**src/rtl/mfp_dual_port_ram_arbiter.sv**
```systemverilog
// Two-requester arbiter in front of a single-clock dual-port RAM: independent
// round-robin on the read and write ports plus a full-RAM clear sequencer.
module mfp_dual_port_ram_arbiter #(
    parameter int ADDR_WIDTH = 6,
    parameter int DATA_WIDTH = 32,
    parameter logic [DATA_WIDTH-1:0] CLEAR_VALUE = '0
) (
    input  logic                  clk,
    input  logic                  rst_n,
    input  logic                  clear_start,
    output logic                  clear_busy,
    input  logic                  a_req,
    input  logic                  a_we,
    input  logic [ADDR_WIDTH-1:0] a_addr,
    input  logic [DATA_WIDTH-1:0] a_wdata,
    output logic                  a_gnt,
    output logic                  a_rvalid,
    input  logic                  b_req,
    input  logic                  b_we,
    input  logic [ADDR_WIDTH-1:0] b_addr,
    input  logic [DATA_WIDTH-1:0] b_wdata,
    output logic                  b_gnt,
    output logic                  b_rvalid,
    output logic [DATA_WIDTH-1:0] rdata,
    output logic [ADDR_WIDTH-1:0] ram_read_addr,
    output logic [ADDR_WIDTH-1:0] ram_write_addr,
    output logic [DATA_WIDTH-1:0] ram_write_data,
    output logic                  ram_write_enable,
    input  logic [DATA_WIDTH-1:0] ram_read_data
);

    typedef enum logic {IDLE, CLEAR} state_t;

    state_t                state;
    logic [ADDR_WIDTH-1:0] cnt;
    logic [ADDR_WIDTH-1:0] last_read_addr;
    logic                  rd_last_b;
    logic                  wr_last_b;
    logic                  open;
    logic                  a_rd_cand, b_rd_cand, a_wr_cand, b_wr_cand;
    logic                  a_rd_gnt, b_rd_gnt, a_wr_gnt, b_wr_gnt;

    // Requesters are locked out during reset and while the sequencer owns the RAM.
    assign open = rst_n && (state == IDLE);

    always_comb begin
        a_rd_cand = a_req && !a_we;
        b_rd_cand = b_req && !b_we;
        a_wr_cand = a_req && a_we;
        b_wr_cand = b_req && b_we;
        a_rd_gnt  = open && a_rd_cand && (!b_rd_cand || rd_last_b);
        b_rd_gnt  = open && b_rd_cand && (!a_rd_cand || !rd_last_b);
        a_wr_gnt  = open && a_wr_cand && (!b_wr_cand || wr_last_b);
        b_wr_gnt  = open && b_wr_cand && (!a_wr_cand || !wr_last_b);
    end

    assign a_gnt            = a_rd_gnt || a_wr_gnt;
    assign b_gnt            = b_rd_gnt || b_wr_gnt;
    assign clear_busy       = (state == CLEAR);
    assign rdata            = ram_read_data;
    assign ram_write_enable = rst_n && (clear_busy || a_wr_gnt || b_wr_gnt);
    assign ram_write_addr   = clear_busy ? cnt : (a_wr_gnt ? a_addr : b_addr);
    assign ram_write_data   = clear_busy ? CLEAR_VALUE : (a_wr_gnt ? a_wdata : b_wdata);
    assign ram_read_addr    = a_rd_gnt ? a_addr : (b_rd_gnt ? b_addr : last_read_addr);

    always_ff @(posedge clk) begin
        if (a_rd_gnt || b_rd_gnt) begin
            last_read_addr <= ram_read_addr;
        end
    end

    always_ff @(posedge clk or negedge rst_n) begin
        if (!rst_n) begin
            state     <= IDLE;
            cnt       <= '0;
            rd_last_b <= 1'b1;
            wr_last_b <= 1'b1;
            a_rvalid  <= 1'b0;
            b_rvalid  <= 1'b0;
        end else begin
            a_rvalid <= a_rd_gnt;
            b_rvalid <= b_rd_gnt;
            if (a_rd_gnt || b_rd_gnt) begin
                rd_last_b <= b_rd_gnt;
            end
            if (a_wr_gnt || b_wr_gnt) begin
                wr_last_b <= b_wr_gnt;
            end
            case (state)
                IDLE: begin
                    if (clear_start) begin
                        state <= CLEAR;
                        cnt   <= '0;
                    end
                end
                CLEAR: begin
                    // Last address written: counter wraps back to zero on the way out.
                    cnt <= cnt + 1'b1;
                    if (cnt == '1) begin
                        state <= IDLE;
                    end
                end
                default: state <= IDLE;
            endcase
        end
    end

endmodule

```
**config.mk**
```make
export PLATFORM = sky130hd
export DESIGN_NAME = mfp_dual_port_ram_arbiter
export DESIGN_NICKNAME = d
export VERILOG_FILES = /design/src/rtl/mfp_dual_port_ram_arbiter.sv
export SDC_FILE = /design/constraint.sdc
export NUM_CORES = 1
export LEC_CHECK = 0
export CAP_MARGIN = 0
export CORE_MARGIN = 10
export CORE_UTILIZATION = 29
export DETAILED_ROUTE_END_ITERATION = 16
export GPL_TIMING_DRIVEN = 0
export PLACE_DENSITY = 0.81
export SYNTH_ARGS = -nofsm -noshare
export SYNTH_HDL_FRONTEND = slang
export SYNTH_SLANG_ARGS = --single-unit
```
**constraint.sdc**
```tcl
create_clock -name clk -period 1.8 [get_ports clk]
set_input_delay 0.27 -clock clk [delete_from_list [all_inputs] [get_ports clk]]
set_output_delay 0.27 -clock clk [all_outputs]
set_load 0.01 [all_outputs]
```
==> results.md, run 1 <==
* RSZ-0062 raised after global routing: true
* Setup Crit Path Kind: input port to primary output
* Placer's final routability congestion estimate at about 0.90
* Share of cells above drive strength 1 at 53.2%
* Tot GR Track Use at 18.7%
* Post-synth EDFFs at 6
* Clock root buffer master: clkbuf_8
* Synth area leader: buf_4
* Reg2reg start: rd_last_b
* Global-route wire length before repair at roughly 16000 µm
* Clk pwr share at 12.0%
* Number of global-route vias before repair at around 3000
* Max cap viols at 0
* First-pass DRT Iterations at 4
* Area Overhead vs Synth at 146%
* WHS at 102 ps
* Mux cell area share after synthesis at 0%
* Inst Count DP at 506
* RR Endpoint: last_read_addr[4]
* Die W at 101 µm
* Clock Path Buffers at 2
* Antenna cells at 0
* Final wirelength at 11600 µm
* Setup Viol. Count Final at 46
* Synth cell types at 38
* FMAX at 486 MHz
* Drt first-iter violations at between 150 and 200
* Top-Level Pins at 197
* Simple-gate share of the synthesized area at 24.7%
* Asr flop ratio synth at 64.7%
* IO Port Bufs at around 160
* Slew Limit Headroom at 71.0%
* Wirelength per Cell at approximately 21 µm
* Final core occ at 73.4%
* Starting density of the core at 29.9%
* Drt via density at 5.47
* Switch share at 40.8%
* Top cell type's share of synthesized area at between 10% and 20%
* Main combinational cell family by area after synthesis: compound AO/OA/AOI/OAI gates
* Syn Nets at approximately 380
* Comb power frac at a little over three fifths
* Power density over the cells at 547 nW/µm²
* Switching power at 1.04 mW
* Fin. Hold Viols at 0
* Synth cell count leaders: o21ai_0, nand3_1, buf_4
* Synth Register Bits at 17
* Post-synthesis adder-cell area fraction at 0.659%
* H-tree levels at 1
* Clk slew on worst S/H paths at roughly 80 ps
* Core ar. at 6350 µm²
* Class of the worst hold path: input port to asynchronous set/reset pin
* Seq pwr share at 25.0%
* Register area share after synthesis at 24.1%
* Fin. max-slew vios at 0
* Leakage Power at 1.85 nW
* Post-route ant nets at 0
* Reg2reg setup slack at 130 ps
* Post-Syn Instances at 265
* Max VDD drop at 0.572 mV
* Status: finished with violations
* Worst endpoint data arrival time at 1790 ps
* WP data required at around 1500 ps
* Fin crit share at 114%
* Startpoint type of the worst setup path: input port
* Setup crit end kind: primary output
* Worst Skew at 8.44 ps
* Residual DRC count at 0
* Cell with the most instances after synthesis: o21ai_0
* Post-layout worst setup margin at -258 ps
* Int Power at 1.51 mW
* YS warnings at 0
* R2R depth at 5
* Antenna violations before repair at 0
* Failing checks: setup timing
* Most used DFF post-synth: dfrtp_1
* DIE HEIGHT at 101 µm
* Clk_lat worst skew at between 200 and 300 ps
* Hpwl dp at 7880 µm
* Worst-path fanout max at 10
* Row count at 29
* GRT overflow at 0
* Layout Cells excl Fill at about 550
* Xor/xnor share of the synthesized area at 0.461%
* Slew @ Worst Pin at roughly 430 ps
* CTS Sinks at 17
* Largest net degree at the start of global routing at 12
* TritonCTS clock tree: done
* CTS buffer count at 3
* # nets final at 585
* Die area at 10200 µm²
* Vias at 2983
* Syn Area/Cell at 7.16 µm²
* Cell area after synthesis at 1900 µm²
* Synth area leaders: buf_4, o21ai_0, nand3_1
* Worst slack, placed at -1260 ps
* Compound-cell area share of the yosys netlist at a little under a third
* Final min period at 2060 ps
## final cells by class
cell class | instances | area [µm²]
multi-input combinational | 189 | 1610
fill | 435 | 1690
inverter | 3 | 15.0
timing repair buffer | 202 | 1910
clock buffer | 3 | 41.3
sequential | 17 | 459
buffer | 53 | 527
clock inverter | 1 | 6.26
tap | 77 | 96.3
## critical path, cell delays in order
cell           delay [ps]
dlygate4sd2_1         460
and4b_1               310
buf_6                 180
buf_12                150
nand3_2                90
a21oi_2               160
buf_2                 170
## cell families after synthesis
kind of cell | count (synthesis)
buffers and inverters | 59
XOR/XNOR | 1
AND/OR/NAND/NOR | 86
adder cells (fa/ha/maj) | 1
flip-flops | 17
AO/OA/AOI/OAI | 101
## layer usage
| metal | GRT usage (%) | vias up | share of wire [%] | wire, µm |
|---|---|---|---|---|
| met5 | 0 | - | 0 | 0 |
| met4 | 4.50 | 0 | 2.5 | 286 |
| met3 | 6.10 | 32 | 8.6 | 1000 |
| met2 | 35.5 | 172 | 54 | 6260 |
| met1 | 19.0 | 1420 | 35 | 4090 |
| li1 | - | 1359 | - | - |
## worst max path at each step
stage / startpoint / endpoint / slack, ps / cells past startpoint
finish: a_req / ram_write_data[20] / -260 / 7
global route: a_req / ram_write_addr[3] / -310 / 7
CTS: clear_busy / ram_read_addr[4] / -230 / 6
detailed placement: rst_n / ram_write_data[18] / -1260 / 7
global placement: rst_n / ram_write_data[18] / -1250 / 6
floorplan: clear_busy / last_read_addr[0] / 170 / 5
## what timing repair did
action                                 in CTS  in global routing
resized for setup                         334                108
setup buffers                              18                 11
pin swaps                                  29                 41
setup endpoints to repair                  62                 54
endpoints found under the hold margin       9                  0
hold buffers                                1                  0
gates cloned                                2                  6
## placed cells by master (no fill, tap or decap), types with 2 or more instances in the layout
master / instances
buf_12: 10
buf_2: 41
nand2_1: 8
nand3_2: 22
clkdlybuf4s15_1: 2
o21ai_1: 7
nor3_2: 2
dfrtp_1: 8
buf_8: 5
clkbuf_2: 3
edfxtp_1: 6
o21ai_0: 3
nand3_1: 22
nand3_4: 2
a31oi_4: 6
nor2_1: 8
buf_6: 19
nor3_1: 4
nand3b_1: 2
inv_1: 2
clkdlybuf4s50_1: 112
clkbuf_8: 6
nand4_1: 2
o21ai_2: 30
clkbuf_16: 5
dlygate4sd2_1: 3
and3b_2: 2
a21oi_1: 10
a21oi_2: 24
o21ai_4: 9
a31oi_1: 7
dfstp_2: 2
buf_4: 50
## flip-flops by register name (all words and copies together) (netlist names)
register / flops
a_rvalid: 1
rd_last_b: 1
cnt: 6
clear_busy: 1
b_rvalid: 1
wr_last_b: 1
last_read_addr: 6
## metrics by stage
stage	instance area (µm²)	TNS [ps]	power [mW]
2_1_floorplan	1900	0	1.20
3_3_place_gp	3640	-61070	1.87
3_5_place_dp	3640	-61300	1.89
4_1_cts	4010	-5760	2.23
5_1_grt	4660	-10340	2.68
6_report	4660	-8040	2.55
## power groups by stage
stage	Combinational [mW]	Clock (mW)	Sequential (mW)
floorplan	0.589	0	0.608
global placement	1.24	0	0.630
detailed placement	1.26	0	0.636
CTS	1.30	0.302	0.623
global route	1.70	0.324	0.648
finish	1.60	0.306	0.638
(Power assumes the default switching activity.)
==> run 2: changes to the inputs <==
--- a/config.mk
+++ b/config.mk
@@ -10,6 +10,7 @@
 export CORE_UTILIZATION = 29
 export DETAILED_ROUTE_END_ITERATION = 16
 export GPL_TIMING_DRIVEN = 0
+export MAX_ROUTING_LAYER = met4
 export PLACE_DENSITY = 0.81
 export SYNTH_ARGS = -nofsm -noshare
 export SYNTH_HDL_FRONTEND = slang
==> run 2 against run 1 <==
Compared with the run above: the run still ends with setup timing left; cell area decreased by 0.40%; clock power barely moved; critical path type is now flip-flop to primary output; sequential share of layout area is essentially flat; die area stayed put; cell count down 0.18%; total power increased by 0.26%; first-iteration DRC count fell by 1.3%; critical path depth is 1 lower.
==> results.md, run 2 (same netlist as run 1, synthesis figures left out) <==
* Final core occ at 73.1% (-0.30 points)
* Dpl cell area at 3640 µm² (unchanged)
* CTS buffer count at 3 (unchanged)
* Reg2reg setup slack at 120 ps (about the same)
* RR Endpoint: last_read_addr[4]
* Final min period at 2060 ps (+5.97 ps)
* Power density over the cells at 550 nW/µm² (+0.67%)
* WP data required at 1530 ps (about the same)
* Residual DRC count at 0 (unchanged)
* Layout Cells excl Fill at 544 (-0.18%)
* TritonCTS clock tree: done
* Vias at 2984 (+0.034%)
* Hpwl dp at 7880 µm (unchanged)
* Post-layout worst setup margin at -264 ps (-5.97 ps)
* R2R depth at 5 (unchanged)
* First-pass DRT Iterations at 5 (+1)
* Startpoint type of the worst setup path: flip-flop
* Placer's final routability congestion estimate at 0.916 (+1.7%)
* PnR Total Power at 2.56 mW (+0.26%)
* CTS Sinks at 17 (unchanged)
* Failing checks: setup timing
* Top flop regs: cnt: 6 flops, last_read_addr: 6 flops
* Drt via density at 5.49 (+0.22%)
* Max VDD drop at 0.573 mV (+0.18%)
* Inst Count DP at 506 (unchanged)
* Setup_tns at -8580 ps (-545 ps)
* Share of cells above drive strength 1 at 53.3% (+0.11 points)
* Core ar. at 6350 µm² (unchanged)
* DIE HEIGHT at 101 µm (unchanged)
* Tot GR Track Use at 19.2% (+0.54 points)
* Setup Crit Path Kind: flip-flop to primary output
* Wirelength per Cell at 21.4 µm (+0.24%)
* Antenna violations before repair at 0 (unchanged)
* Fin. Hold Viols at 0 (unchanged)
* Clk slew on worst S/H paths at 80 ps (about the same)
* Worst-path fanout max at 7 (-3)
* Crit path max-delay cell type: dfstp_2
* Die W at 101 µm (unchanged)
* Clk_lat worst skew at 260 ps (about the same)
* Fin crit share at 115% (+0.33 points)
* Status: finished with violations
* Worst-path cell chain: nand3b_1, buf_6, clkbuf_16, nand3_1, a21oi_2, buf_2
* Area of the multi-input gates at 1620 µm² (+0.70%)
* Largest net degree at the start of global routing at 12 (unchanged)
* Antenna cells at 0 (unchanged)
* Drt first-iter violations at 154 (-1.3%)
* RSZ-0062 raised after global routing: true
* Fin. max-slew vios at 0 (unchanged)
* Worst slack, placed at -1260 ps (unchanged)
* Most frequent cells in the layout: clkdlybuf4s50_1, buf_4, buf_2, o21ai_2, a21oi_2
* Leakage Power at 1.84 nW (-0.57%)
* Area Overhead vs Synth at 145%
* FMAX at 485 MHz (-0.29%)
* WHS at 101 ps (-0.789 ps)
* Top-Level Pins at 197 (unchanged)
* Register Area at 459 µm² (unchanged)
* Worst endpoint data arrival time at 1790 ps (about the same)
* Number of global-route vias before repair at 2993 (-0.033%)
* Starting density of the core at 29.9% (unchanged)
* Die area at 10200 µm² (unchanged)
* CP peak stage delay at 560 ps (+100 ps)
* IO Port Bufs at 164 (unchanged)
* Finished Cell Area at 4640 µm² (-0.40%)
* Slew Limit Headroom at 71.2% (+0.15 points)
* Clock Path Buffers at 2 (unchanged)
* # nets final at 584 (-0.17%)
* Reg2reg start: rd_last_b
* Worst Skew at 7.93 ps (-0.508 ps)
* Row count at 29 (unchanged)
* Slew @ Worst Pin at 431 ps (-2.30 ps)
* Max cap viols at 0 (unchanged)
* Final wirelength at 11600 µm (about the same)
* Setup crit end kind: primary output
* Setup Viol. Count Final at 46 (unchanged)
* Class of the worst hold path: input port to asynchronous set/reset pin
* Post-route ant nets at 0 (unchanged)
* Most common cell after layout, fill and taps aside: clkdlybuf4s50_1
* H-tree levels at 1 (unchanged)
* Filler instances at 441 (+1.4%)
* Clock root buffer master: clkbuf_8
* GRT overflow at 0 (unchanged)
* Global-route wire length before repair at 15600 µm (unchanged)
-- run 2: per-layer routing --
layer | global-route usage [%] | routed length (µm) | up-vias
met5 | - | 0 | -
met4 | 4.50 | 358 | 0
met3 | 4.12 | 837 | 38
met2 | 35.4 | 6130 | 181
met1 | 20.3 | 4320 | 1409
li1 | - | - | 1356
-- run 2: worst max path at each step --
stage,from,endpoint,cells past startpoint
finish,wr_last_b,ram_write_data[11],6
global route,wr_last_b,ram_write_addr[3],6
CTS,clear_busy,ram_read_addr[4],6
detailed placement,rst_n,ram_write_data[18],7
global placement,rst_n,ram_write_data[18],6
floorplan,clear_busy,last_read_addr[0],5
-- run 2: final cells by class --
cell class / instances / share of cell area [%]
Buffer: 53 / 11.2
Clock buffer: 3 / 0.889
Clock inverter: 1 / 0.135
Inverter: 3 / 0.323
Multi-Input combinational cell: 189 / 34.8
Sequential cell: 17 / 9.89
Tap cell: 77 / 2.07
Timing Repair Buffer: 201 / 40.7
-- run 2: timing repair --
item                                    CTS  global route
hold buffers                              1             0
cloned                                    2             5
hold endpoints to repair                  9             0
resized for setup                       334           109
endpoints found under the setup margin   62            54
buffers inserted                         18            11
pin swaps                                29            39
-- run 2: report_power, final --
group	internal [mW]	switching [mW]	leakage [nW]	total [mW]
clock network	0.157	0.151	0.0260	0.309
logic	0.837	0.768	1.63	1.60
registers	0.516	0.126	0.182	0.642
total	1.51	1.05	1.84	2.56
-- run 2: critical path: cells and delay by family (launching register included) --
kind | cells | cell delay (ps)
compound gates | 1 | 140
buf+inv | 3 | 520
simple gates | 2 | 310
flops | 1 | 560
==> run 3: changes to the inputs <==
--- a/config.mk
+++ b/config.mk
@@ -5,13 +5,14 @@
 export SDC_FILE = /design/constraint.sdc
 export NUM_CORES = 1
 export LEC_CHECK = 0
+export ABC_AREA = 1
 export CAP_MARGIN = 0
 export CORE_MARGIN = 10
 export CORE_UTILIZATION = 29
 export DETAILED_ROUTE_END_ITERATION = 16
 export GPL_TIMING_DRIVEN = 0
 export MAX_ROUTING_LAYER = met4
-export PLACE_DENSITY = 0.81
+export PLACE_DENSITY = 0.82
 export SYNTH_ARGS = -nofsm -noshare
 export SYNTH_HDL_FRONTEND = slang
 export SYNTH_SLANG_ARGS = --single-unit
==> run 3 against run 2 <==
Compared with the run above: the run still ends with setup timing left; combinational power about the same; setup slack improved by 83 ps; non-clock buffer count down 9; register-to-register slack got worse by 60 ps; sequential cell count unchanged; synthesized cell count increased by 13%; clock skew up 1.5 ps; utilization fell by 5.7 points; maximum frequency grew 4.2%; critical endpoint is now ram_read_addr[2].
==> results.md, run 3 <==
* GR peak layer: met2
* Buf/Inv on CP at 4 (+1)
* DIE HEIGHT at 99.9 µm (-1.0%)
* Antenna cells at 0 (unchanged)
* Slew Limit Headroom at 66.9% (-4.3 points)
* Seq pwr share at 24.6% (-0.5 points)
* Vias at 2790 (-6.5%)
* First-pass DRT Iterations at 4 (-1)
* R2R depth at 7 (+2)
* Reg2reg setup slack at 60 ps (-60 ps)
* Post-route ant nets at 0 (unchanged)
* Synth cell count leaders: nor2_1, nand2_1, buf_4
* Clk slew on worst S/H paths at 70 ps (about the same)
* Worst Skew at 9.43 ps (+1.50 ps)
* Fin crit share at 110% (-4.6 points)
* Post-Syn Instances at 300 (+13%)
* FMAX at 505 MHz (+4.2%)
* Most frequent cells in the layout: clkdlybuf4s50_1, buf_4, buf_2, nor2_1, nand2_1
* Switch share at 40.9% (-0.065 points)
* Slew @ Worst Pin at 495 ps (+64.1 ps)
* Clock root buffer master: clkbuf_8
* RSZ-0062 raised after global routing: true
* Met1 GRT Util at 18.1% (-2.2 points)
* Cell area after synthesis at 1850 µm² (-2.5%)
* Reg2reg start: clear_busy
* Class of the worst hold path: input port to asynchronous set/reset pin
* Drt first-iter violations at 76 (-51%)
* Worst-path fanout max at 6 (-1)
* CP top delay family: buffers and inverters
* Clk pwr share at 11.6% (-0.5 points)
* Fin. Hold Viols at 0 (unchanged)
* Worst endpoint data arrival time at 1710 ps (-80 ps)
* Post-layout worst setup margin at -181 ps (+82.8 ps)
* Leakage Power at 2.02 nW (+9.9%)
* Most used DFF post-synth: dfrtp_1
* Clock Path Buffers at 2 (unchanged)
* CTS Sinks at 17 (unchanged)
* Final wirelength at 10700 µm (-8.0%)
* GRT overflow at 0 (unchanged)
* Area Overhead vs Synth at 129%
* Status: finished with violations
* Register Area at 458 µm² (-0.27%)
* Syn Nets at 416 (+9.2%)
* Failing checks: setup timing
* Syn Area/Cell at 6.17 µm² (-14%)
* Fin. max-slew vios at 0 (unchanged)
* Switching power at 1.04 mW (-1.0%)
* Filler instances at 525 (+19%)
* YS warnings at 0 (unchanged)
* Share of cells above drive strength 1 at 43.6% (-9.8 points)
* Synth Register Bits at 17 (unchanged)
* Clk_lat worst skew at 260 ps (about the same)
* H-tree levels at 1 (unchanged)
* RR Endpoint: last_read_addr[4]
* Setup Viol. Count Final at 45 (-2.2%)
* Number of global-route vias before repair at 2797 (-6.5%)
* Asr flop ratio synth at 64.7% (unchanged)
* Register area share after synthesis at 24.7% (+0.62 points)
* Met3 Track Usage GR at 3.78% (-0.34 points)
* Top cell type's share of synthesized area at 14.8% (+0.17 points)
* Area of the multi-input gates at 1270 µm² (-21%)
* CTS buffer count at 3 (unchanged)
* Cell with the most instances after synthesis: nor2_1
* Setup_tns at -3220 ps (+5370 ps)
* PnR Total Power at 2.53 mW (-0.86%)
* Drt via density at 4.79 (-13%)
* Tot GR Track Use at 18.2% (-1.0 points)
* IO Port Bufs at 164 (unchanged)
* Wirelength per Cell at 18.4 µm (-14%)
* Power density over the cells at 598 nW/µm² (+8.7%)
* Most common cell after layout, fill and taps aside: clkdlybuf4s50_1
* Max VDD drop at 0.335 mV (-42%)
* Die W at 99.9 µm (-1.0%)
* Setup Crit Path Kind: flip-flop to primary output
* Final min period at 1980 ps (-82.8 ps)
* Die area at 9980 µm² (-2.0%)
* Startpoint type of the worst setup path: flip-flop
* Crit path max-delay cell type: dfrtp_1
* Core ar. at 6280 µm² (-1.1%)
* Comb power frac at 63.8% (+1.0 points)
* Residual DRC count at 0 (unchanged)
* Max cap viols at 0 (unchanged)
* Largest net degree at the start of global routing at 11 (-1)
* Top-Level Pins at 197 (unchanged)
* Top flop regs: cnt: 6 flops, last_read_addr: 6 flops
* # nets final at 622 (+6.5%)
* Hpwl dp at 7820 µm (-0.75%)
* TritonCTS clock tree: done
* Synth area leader: nor2_1
* Setup crit end kind: primary output
* Row count at 29 (unchanged)
* Global-route wire length before repair at 14300 µm (-8.3%)
* CP peak stage delay at 410 ps (-150 ps)
* WP data required at 1530 ps (about the same)
* Starting density of the core at 29.5% (-0.41 points)
* Int Power at 1.50 mW (-0.75%)
* Met2 Resource Use GR at 35.3% (-0.089 points)
* Post-synth EDFFs at 6 (unchanged)
* Placer's final routability congestion estimate at 0.900 (-1.7%)
* Synth cell types at 25 (-34%)
* Antenna violations before repair at 0 (unchanged)
* Synth area leaders: nor2_1, buf_4, dfrtp_1
* Worst-path cell chain: buf_4, buf_6, nor2_4, nand3_4, buf_6, nand2_1, nand3_1, nand2_1, buf_2
## run 3: cell count changes after synthesis, sizes merged, moves of 4 or more
cell    delta
a21oi     -32
nor3       -6
clkbuf     -8
buf        -4
nand2     +47
inv       +29
o21ai     -12
a31oi     -13
nand3     -14
nor2      +66
## run 3: cell families (layout without fill, tap and decap cells)
| kind of cell | after synthesis | in the layout | synth area share (%) |
|---|---|---|---|
| flip-flops | 17 | 17 | 24.7 |
| adder cells (fa/ha/maj) | 1 | 1 | 0.676 |
| buffers and inverters | 77 | 282 | 25.1 |
| AND/OR/NAND/NOR | 164 | 164 | 38.1 |
| AO/OA/AOI/OAI | 41 | 41 | 11.4 |
## run 3: metal layers
layer | vias to the layer above | wire length (µm)
met1 | 1327 | 3860
met4 | 0 | 155
met2 | 119 | 6130
li1 | 1332 | -
met5 | - | 0
met3 | 12 | 564
## run 3: repair_timing
action                                 CTS  global route
hold buffers                             1             0
gates resized for setup                235           105
setup endpoints to repair               59            47
buffers inserted                        16            16
endpoints found under the hold margin    9             0
pin swaps                               11            44
cloned                                   1             4
## run 3: worst max-delay path by stage
| stage | start | to | slack (ps) | cells after the start |
|---|---|---|---|---|
| 6_report | clear_busy | ram_read_addr[2] | -180 | 9 |
| 5_1_grt | clear_busy | ram_read_addr[2] | -270 | 9 |
| 4_1_cts | clear_busy | ram_write_data[22] | -180 | 10 |
| 3_5_place_dp | rst_n | ram_write_data[19] | -1150 | 9 |
| 3_3_place_gp | rst_n | ram_write_data[19] | -1140 | 9 |
| 2_1_floorplan | clear_busy | ram_write_data[10] | 290 | 8 |
## run 3: per-stage QoR
step / util [%] / hold WS [ps] / setup slack (ps) / area (µm²) / instances
after floorplan: - / -25.6 / 293 / 1850 / 300
after global placement: 57.2 / 481 / -1140 / 3590 / 541
after detailed placement: 57.2 / 488 / -1150 / 3590 / 541
after CTS: 59.0 / 81.2 / -177 / 3700 / 563
after global routing: 67.5 / 87.9 / -271 / 4240 / 582
final: 67.5 / 84.9 / -181 / 4240 / 582
## run 3: power groups by stage
stage                     Clock [mW]  Combinational, mW  Sequential (mW)
after CTS                      0.299               1.43            0.616
after global placement             0               1.41            0.612
final                          0.294               1.62            0.624
after global routing           0.311               1.76            0.641
after floorplan                    0              0.675            0.599
after detailed placement           0               1.44            0.622
## run 3: layout make-up
type | count | share of cell area [%]
repair buffers | 201 | 43.8
multi-input cells | 206 | 30.0
flip-flops and latches | 17 | 10.8
plain buffers | 44 | 8.68
inverters | 33 | 3.40
well taps | 77 | 2.27
clock buffers | 4 | 1.06
